### config.mk
export PLATFORM = sky130hd
export DESIGN_NAME = issue_dual_sb
export DESIGN_NICKNAME = d
export VERILOG_FILES = /design/src/rtl/issue_dual_sb.sv
export SDC_FILE = /design/constraint.sdc
export NUM_CORES = 1
export LEC_CHECK = 0
export CORE_AREA = 2 2 377 379
export DETAILED_ROUTE_END_ITERATION = 8
export DIE_AREA = 0 0 379 381
export HOLD_SLACK_MARGIN = 0.05
export PLACE_DENSITY = 0.48
export SLEW_MARGIN = 20
export SYNTH_ARGS = -nofsm -noshare
export SYNTH_HDL_FRONTEND = slang
export SYNTH_SLANG_ARGS = --single-unit
### constraint.sdc
create_clock -name clk -period 15.27 [get_ports clk]
set_clock_uncertainty 0.2 [all_clocks]
set_input_delay 3.8175 -clock clk [delete_from_list [all_inputs] [get_ports clk]]
set_output_delay 3.8175 -clock clk [all_outputs]
set_load 0.02 [all_outputs]
### src/rtl/issue_dual_sb.sv
`default_nettype none
// ============================================================================
// Module   : issue_dual_sb
// Purpose  : Dual-issue launch stage placed between decode and two execution
//            units. It buffers a decoded instruction pair, blocks issue on
//            register hazards using a per-register scoreboard and in-order
//            pairing rules, reads the register file, and presents registered
//            operands to each EU through a valid/ready handshake.
// Ports    : clk, rst (sync, active high), flush
//            in_*    : decoded pair from decode (in_valid/in_ready handshake)
//            rf_*    : 4 combinational register-file read ports
//            wb_*    : 2 writeback ports that clear scoreboard entries
//            eu_*    : EU0 (ALU/BRU) and EU1 (ALU/LSU) output registers
//            l_flag  : one-cycle pulse showing which slot went to which EU
// Option   : ISSUE_WB_BYPASS_EN - a source that matches a same-cycle
//            writeback is not held back by the scoreboard and takes wb_data.
// Revision : 1.0 - initial release
// ============================================================================
module issue_dual_sb #(
  parameter int PC_W  = 32,
  parameter int DEC_W = 72,
  parameter int XLEN  = 32,
  parameter int RA_W  = 5
) (
  input  logic                clk,
  input  logic                rst,
  input  logic                flush,
  input  logic [1:0]          in_valid,
  output logic                in_ready,
  input  logic [2*PC_W-1:0]   in_pc,
  input  logic [2*PC_W-1:0]   in_npc,
  input  logic [2*DEC_W-1:0]  in_dec,
  input  logic [2*RA_W-1:0]   in_rs1,
  input  logic [2*RA_W-1:0]   in_rs2,
  input  logic [2*RA_W-1:0]   in_rd,
  input  logic [1:0]          in_we,
  input  logic [3:0]          in_cls,
  output logic [4*RA_W-1:0]   rf_raddr,
  input  logic [4*XLEN-1:0]   rf_rdata,
  input  logic [1:0]          wb_valid,
  input  logic [2*RA_W-1:0]   wb_rd,
  input  logic [2*XLEN-1:0]   wb_data,
  output logic [1:0]          eu_valid,
  input  logic [1:0]          eu_ready,
  output logic [2*PC_W-1:0]   eu_pc,
  output logic [2*PC_W-1:0]   eu_npc,
  output logic [2*DEC_W-1:0]  eu_dec,
  output logic [2*XLEN-1:0]   eu_rdata1,
  output logic [2*XLEN-1:0]   eu_rdata2,
  output logic [2*RA_W-1:0]   eu_rd,
  output logic [1:0]          eu_we,
  output logic [3:0]          l_flag
);

  localparam int         NREG    = 1 << RA_W;
  localparam logic [1:0] CLS_BRU = 2'd1;
  localparam logic [1:0] CLS_LSU = 2'd2;

  typedef struct packed {
    logic [PC_W-1:0]  pc;
    logic [PC_W-1:0]  npc;
    logic [DEC_W-1:0] dec;
    logic [RA_W-1:0]  rs1;
    logic [RA_W-1:0]  rs2;
    logic [RA_W-1:0]  rd;
    logic             we;
    logic [1:0]       cls;
  } hold_t;

  typedef struct packed {
    logic [PC_W-1:0]  pc;
    logic [PC_W-1:0]  npc;
    logic [DEC_W-1:0] dec;
    logic [RA_W-1:0]  rd;
    logic             we;
    logic [XLEN-1:0]  d1;
    logic [XLEN-1:0]  d2;
  } eu_t;

  hold_t           w_in [2];
  hold_t           r_h  [2];
  logic [1:0]      r_hcnt;
  logic [1:0]      w_hcnt_nxt;
  logic            r_in_ready;
  logic [NREG-1:0] r_pending;
  logic [NREG-1:0] w_pend_nxt;
  eu_t             r_eu [2];
  eu_t             w_new [2];
  logic [1:0]      r_eu_valid;
  logic [3:0]      r_l_flag;

  logic [RA_W-1:0] w_src [4];
  logic [3:0]      w_haz;
  logic [XLEN-1:0] w_opnd [4];
  logic            w_accept;
  logic [1:0]      w_free, w_sel0, w_sel1;
  logic            w_iss0, w_iss1, w_intra;

  // EU choice by class: BRU only on EU0, LSU only on EU1, ALU prefers EU0.
  function automatic logic [1:0] pick_eu(input logic [1:0] cls, input logic [1:0] free);
    logic [1:0] sel;
    sel = 2'b00;
    case (cls)
      CLS_BRU: sel = {1'b0, free[0]};
      CLS_LSU: sel = {free[1], 1'b0};
      default: sel = free[0] ? 2'b01 : {free[1], 1'b0};
    endcase
    return sel;
  endfunction

  genvar gi;
  generate
    for (gi = 0; gi < 2; gi++) begin : g_in
      assign w_in[gi].pc  = in_pc[gi*PC_W +: PC_W];
      assign w_in[gi].npc = in_npc[gi*PC_W +: PC_W];
      assign w_in[gi].dec = in_dec[gi*DEC_W +: DEC_W];
      assign w_in[gi].rs1 = in_rs1[gi*RA_W +: RA_W];
      assign w_in[gi].rs2 = in_rs2[gi*RA_W +: RA_W];
      assign w_in[gi].rd  = in_rd[gi*RA_W +: RA_W];
      assign w_in[gi].we  = in_we[gi];
      assign w_in[gi].cls = in_cls[gi*2 +: 2];
    end
  endgenerate

  // Source order matches the register-file port order {s1rs2,s1rs1,s0rs2,s0rs1}.
  assign w_src[0] = r_h[0].rs1;
  assign w_src[1] = r_h[0].rs2;
  assign w_src[2] = r_h[1].rs1;
  assign w_src[3] = r_h[1].rs2;
  assign rf_raddr = {w_src[3], w_src[2], w_src[1], w_src[0]};

  generate
    for (gi = 0; gi < 4; gi++) begin : g_src
      logic w_pend;
      logic w_out_match;
      // An instruction still sitting in an EU register has not set its
      // pending bit yet, so it must be checked directly.
      assign w_out_match = (r_eu_valid[0] && r_eu[0].we && (r_eu[0].rd == w_src[gi])) ||
                           (r_eu_valid[1] && r_eu[1].we && (r_eu[1].rd == w_src[gi]));
`ifdef ISSUE_WB_BYPASS_EN
      logic w_wb0, w_wb1;
      assign w_wb0 = wb_valid[0] && (wb_rd[RA_W-1:0] == w_src[gi]);
      assign w_wb1 = wb_valid[1] && (wb_rd[2*RA_W-1:RA_W] == w_src[gi]);
      assign w_pend = r_pending[w_src[gi]] && !(w_wb0 || w_wb1);
      assign w_opnd[gi] = (w_src[gi] == '0) ? '0 :
                          w_wb1 ? wb_data[2*XLEN-1:XLEN] :
                          w_wb0 ? wb_data[XLEN-1:0] :
                          rf_rdata[gi*XLEN +: XLEN];
`else
      assign w_pend = r_pending[w_src[gi]];
      assign w_opnd[gi] = (w_src[gi] == '0) ? '0 : rf_rdata[gi*XLEN +: XLEN];
`endif
      assign w_haz[gi] = (w_src[gi] != '0) && (w_pend || w_out_match);
    end
  endgenerate

`ifdef ISSUE_WB_BYPASS_EN
`else
  logic unused_wb_data;
  assign unused_wb_data = ^wb_data;
`endif

  assign w_accept = r_in_ready && (in_valid != 2'b00) && !flush;

  always_comb begin
    w_free  = ~r_eu_valid | eu_ready;
    w_sel0  = pick_eu(r_h[0].cls, w_free);
    w_iss0  = !flush && (r_hcnt != 2'd0) && !w_haz[0] && !w_haz[1] &&
              !r_pending[r_h[0].rd] && (w_sel0 != 2'b00);
    // h1 may only use the EU left over after h0's pick.
    w_sel1  = pick_eu(r_h[1].cls, w_free & ~w_sel0);
    w_intra = r_h[0].we && (r_h[0].rd != '0) &&
              ((r_h[0].rd == r_h[1].rs1) || (r_h[0].rd == r_h[1].rs2) ||
               (r_h[0].rd == r_h[1].rd));
    w_iss1  = w_iss0 && (r_hcnt == 2'd2) && !w_haz[2] && !w_haz[3] &&
              !r_pending[r_h[1].rd] && !w_intra && (w_sel1 != 2'b00);
  end

  always_comb begin
    w_hcnt_nxt = r_hcnt;
    if (flush)         w_hcnt_nxt = 2'd0;
    else if (w_accept) w_hcnt_nxt = (in_valid == 2'b11) ? 2'd2 : 2'd1;
    else if (w_iss1)   w_hcnt_nxt = 2'd0;
    else if (w_iss0)   w_hcnt_nxt = r_hcnt - 2'd1;
  end

  always_ff @(posedge clk) begin
    if (rst) begin
      r_hcnt     <= 2'd0;
      r_in_ready <= 1'b1;
    end else begin
      r_hcnt     <= w_hcnt_nxt;
      r_in_ready <= (w_hcnt_nxt == 2'd0);
    end
  end

  // Entry payload is qualified by r_hcnt, so it carries no reset.
  always_ff @(posedge clk) begin
    if (!flush && w_accept) begin
      r_h[0] <= in_valid[0] ? w_in[0] : w_in[1];
      r_h[1] <= w_in[1];
    end else if (!flush && w_iss0 && !w_iss1) begin
      r_h[0] <= r_h[1];
    end
  end

  always_comb begin
    w_new[0].pc  = r_h[0].pc;
    w_new[0].npc = r_h[0].npc;
    w_new[0].dec = r_h[0].dec;
    w_new[0].rd  = r_h[0].rd;
    w_new[0].we  = r_h[0].we;
    w_new[0].d1  = w_opnd[0];
    w_new[0].d2  = w_opnd[1];
    w_new[1].pc  = r_h[1].pc;
    w_new[1].npc = r_h[1].npc;
    w_new[1].dec = r_h[1].dec;
    w_new[1].rd  = r_h[1].rd;
    w_new[1].we  = r_h[1].we;
    w_new[1].d1  = w_opnd[2];
    w_new[1].d2  = w_opnd[3];
  end

  always_ff @(posedge clk) begin
    if (rst) begin
      r_eu_valid <= 2'b00;
      r_l_flag   <= 4'b0000;
      r_eu[0]    <= '0;
      r_eu[1]    <= '0;
    end else begin
      r_l_flag <= {(w_iss1 ? w_sel1 : 2'b00), (w_iss0 ? w_sel0 : 2'b00)};
      for (int k = 0; k < 2; k++) begin
        if (flush)                        r_eu_valid[k] <= 1'b0;
        else if (w_iss0 && w_sel0[k])     r_eu_valid[k] <= 1'b1;
        else if (w_iss1 && w_sel1[k])     r_eu_valid[k] <= 1'b1;
        else if (eu_ready[k])             r_eu_valid[k] <= 1'b0;
        if (w_iss0 && w_sel0[k])          r_eu[k] <= w_new[0];
        else if (w_iss1 && w_sel1[k])     r_eu[k] <= w_new[1];
      end
    end
  end

  // Clear beats set; register 0 is never tracked.
  always_comb begin
    w_pend_nxt = r_pending;
    for (int k = 0; k < 2; k++) begin
      if (r_eu_valid[k] && eu_ready[k] && r_eu[k].we && (r_eu[k].rd != '0))
        w_pend_nxt[r_eu[k].rd] = 1'b1;
    end
    for (int i = 0; i < 2; i++) begin
      if (wb_valid[i]) w_pend_nxt[wb_rd[i*RA_W +: RA_W]] = 1'b0;
    end
    w_pend_nxt[0] = 1'b0;
  end

  always_ff @(posedge clk) begin
    if (rst) r_pending <= '0;
    else     r_pending <= w_pend_nxt;
  end

  assign in_ready  = r_in_ready;
  assign eu_valid  = r_eu_valid;
  assign l_flag    = r_l_flag;
  assign eu_pc     = {r_eu[1].pc,  r_eu[0].pc};
  assign eu_npc    = {r_eu[1].npc, r_eu[0].npc};
  assign eu_dec    = {r_eu[1].dec, r_eu[0].dec};
  assign eu_rdata1 = {r_eu[1].d1,  r_eu[0].d1};
  assign eu_rdata2 = {r_eu[1].d2,  r_eu[0].d2};
  assign eu_rd     = {r_eu[1].rd,  r_eu[0].rd};
  assign eu_we     = {r_eu[1].we,  r_eu[0].we};

endmodule
`default_nettype wire

==> run_results.csv <==
group,metric,value,unit
status,status,"finished, final reports clean",
yosys,synth-xor-area-share,1.31,%
sta,max_clock_freq,117,MHz
placed_design,port_buffers,893,
sta,rsz0062_at_grt,"no",
power_and_ir_drop,cellPowerDensity,106,nW/um^2
yosys,synth.avg_cell_area,13.2,um^2
layout,final_util,35.6,%
yosys,ys_ff_latch,760,
yosys,synth_top_family_by_area,"multiplexers",
worst_setup_path,cp-start-kind,"primary input",
yosys,synth-compound-area-share,7.13,%
sta,period_needed,8540,ps
clock_network,cts_made_buffers,90,
drt,drt_wl_total,151,mm
die,die_w,379,um
sta,finalSetupViolCount,0,
drt,routed_via_density,4.95,
power_and_ir_drop,power.internal,3940,uW
drt,firstDrtPassIters,6,
placed_design,gp_congestion,0.895,
layout,nets,4081,
hold_path,hold_path_class,"flip-flop to flip-flop",
global_routing,grt_pass1_wl,208,mm
placed_design,dp_cells,5354,
power_and_ir_drop,p_sw,1380,uW
power_and_ir_drop,p_clk_share,39.8,%
yosys,seq_area_frac_synth,60.9,%
power_and_ir_drop,power.share.sequential,47.4,%
die,io_pins,958,
die,coreArea,141000,um^2
yosys,synth-adder-area-share,0.204,%
power_and_ir_drop,p_leak,0.0167,uW
global_routing,antenna_found_initial,45,
yosys,synth_area,36800,um^2
global_routing,track_usage,20.2,%
clock_network,cts_max_level,3,
worst_setup_path,worst_ep_required_time,15580,ps
sta,min_period_over_period,55.9,%
worst_setup_path,arrival,8850,ps
layout,finalNonFillerCells,5537,
clock_network,cts_setup_buffers,0,
layout,final_area,50100,um^2
clock_network,cts_tree,"built",
sta,timing.setup.tns,0,ps
clock_network,clock_sinks,760,
layout,layout-drive-gt1-share,15.9,%
clock_network,post_cts_resized,0,
yosys,muxShareOfSynthArea,16.2,%
die,row_count,138,
worst_setup_path,worstSetupEndpointType,"flip-flop",
clock_network,insertion_delay,710,ps
layout,syn_to_final_growth,35.9,%
drt,postRouteAntennaNets,0,
global_routing,grt_pass1_vias,26729,
die,start_util,26.2,%
yosys,synth_cell_types,61,
drt,drtIter0Drc,2417,
die,die_area,144000,um^2
yosys,synth_top_area_share,58.7,%
placed_design,dp_hpwl,104,mm
clock_network,ctsHoldBuffers,0,
yosys,synth_area_leaders,"edfxtp_1, mux2_2, mux2i_1",
global_routing,grt_overflow,0,
yosys,synth_fp_nets,3325,
worst_setup_path,crit_type,"primary input to flip-flop",
yosys,synthCells,2800,
sta,slew_headroom,26.2,%
die,fp.dieH,381,um
yosys,synth_warnings,0,
flow_run,cap_violations,0,
placed_design,placed_area,47200,um^2
power_and_ir_drop,ir_drop,0.0865,mV
drt,drc,0,
yosys,synth-simple-area-share,10.3,%
yosys,async_flop_share,0,%
clock_network,clk_pin_slew_worst_paths,60,ps
power_and_ir_drop,p_sw_share,26.0,%
sta,finalMaxSlewViolations,0,
sta,hold_viol_final,0,
sta,worst_pin_slew,1110,ps
drt,vias,27417,
yosys,synth_edf_count,720,
yosys,synthTopCellsByCount,"edfxtp_1, mux2_2, nand3_1, o21ai_0, nand2_1",
clock_network,cts_root_buffer,"clkbuf_16",
global_routing,grt_max_degree,190,
clock_network,cts_buffer_depth,3,
yosys,synth_area_leader_cell,"edfxtp_1",
yosys,ys.flop_type,"edfxtp_1",
power_and_ir_drop,combPwrFrac,12.8,%
worst_setup_path,cp_max_fo,177,
drt,wl_per_cell,27.2,um
yosys,synthMostInstantiatedCell,"edfxtp_1",
[worst paths after layout]
path | endpoint | from | slack, ps | cells after the start
worst max-delay path | r_eu[1][127]$_DFFE_PP_ | eu_ready[0] | 6730 | 12
worst min-delay path | r_hcnt[0]$_SDFF_PP0_ | r_hcnt[0]$_SDFF_PP0_ | 360 | 2
worst max register to register | r_eu[1][81]$_DFFE_PP_ | r_h[1][13]$_DFFE_PP_ | 9120 | 11
worst min register to register | r_hcnt[0]$_SDFF_PP0_ | r_hcnt[0]$_SDFF_PP0_ | 360 | 2
[cells in the final DEF, fill, tap and decap left out, drive strengths merged, types with 41 or more instances in the layout]
| master | count |
|---|---|
| clkdlybuf4s50 | 892 |
| edfxtp | 720 |
| mux2 | 334 |
| nand3 | 252 |
| o21ai | 238 |
| nand2 | 153 |
| mux2i | 129 |
| nor2 | 119 |
| clkbuf | 116 |
| nor3 | 66 |
| nand4 | 64 |
| o31ai | 41 |
[per-stage QoR]
stage,power (uW),setup WS (ps),hold WS [ps]
6_report,5320,6730,358
3_3_place_gp,3250,6210,346
4_1_cts,5400,6890,354
3_5_place_dp,3250,6140,347
2_1_floorplan,2880,501,290
5_1_grt,5510,6460,396
[power by group through the flow]
stage / clock network (uW) / registers, uW / logic [uW]
2_1_floorplan: 0 / 2640 / 232
3_3_place_gp: 0 / 2560 / 687
3_5_place_dp: 0 / 2570 / 687
4_1_cts: 2180 / 2520 / 691
5_1_grt: 2250 / 2540 / 719
6_report: 2120 / 2520 / 680
[routing by layer]
layer | global-route usage [%] | share of wire (%) | vias up | wire length (um)
met5 | 0 | 0.084 | - | 127
met4 | 6.75 | 2.5 | 18 | 3740
met3 | 6.60 | 9.3 | 197 | 14100
met2 | 33.3 | 48 | 1087 | 72900
met1 | 24.5 | 40 | 13813 | 59800
li1 | - | - | 12302 | -
[registers in the layout, summed over array words and instances, names as in the netlist]
signal and cells:
r_h 308, r_hcnt 2, r_pending 31, in_ready 1
r_eu 412, eu_valid 2, l_flag 4
[cell families (layout without fill, tap and decap cells)]
kind of cell,Yosys count,in the layout
xor gates and xnor gates,55,55
buffers and inverters,290,1114
adders and majority gates,6,6
other,0,23
muxes,495,495
AOI/OAI and AO/OA,421,421
and+or+nand+nor,773,773
DFF,760,760
[critical path, stage by stage]
cell and delay (ps):
clkdlybuf4s50_1 510, nand3b_1 220, a21oi_1 300, nor2_1 120
a2111oi_0 510, o2111ai_1 450, nor3_4 290, buf_4 470
buf_12 460, buf_4 850, nand2_1 150, o21ai_0 260
[area by class of cell]
| class | instances | area [um^2] |
|---|---|---|
| Timing Repair Buffer | 932 | 9300 |
| Tap cell | 1890 | 2360 |
| Inverter | 22 | 90.1 |
| Clock buffer | 115 | 2390 |
| Fill cell | 13773 | 90500 |
| Antenna cell | 23 | 57.6 |
| Multi-Input combinational cell | 1750 | 13000 |
| Clock inverter | 45 | 412 |
| Sequential cell | 760 | 22400 |
(Power assumes the default switching activity.)
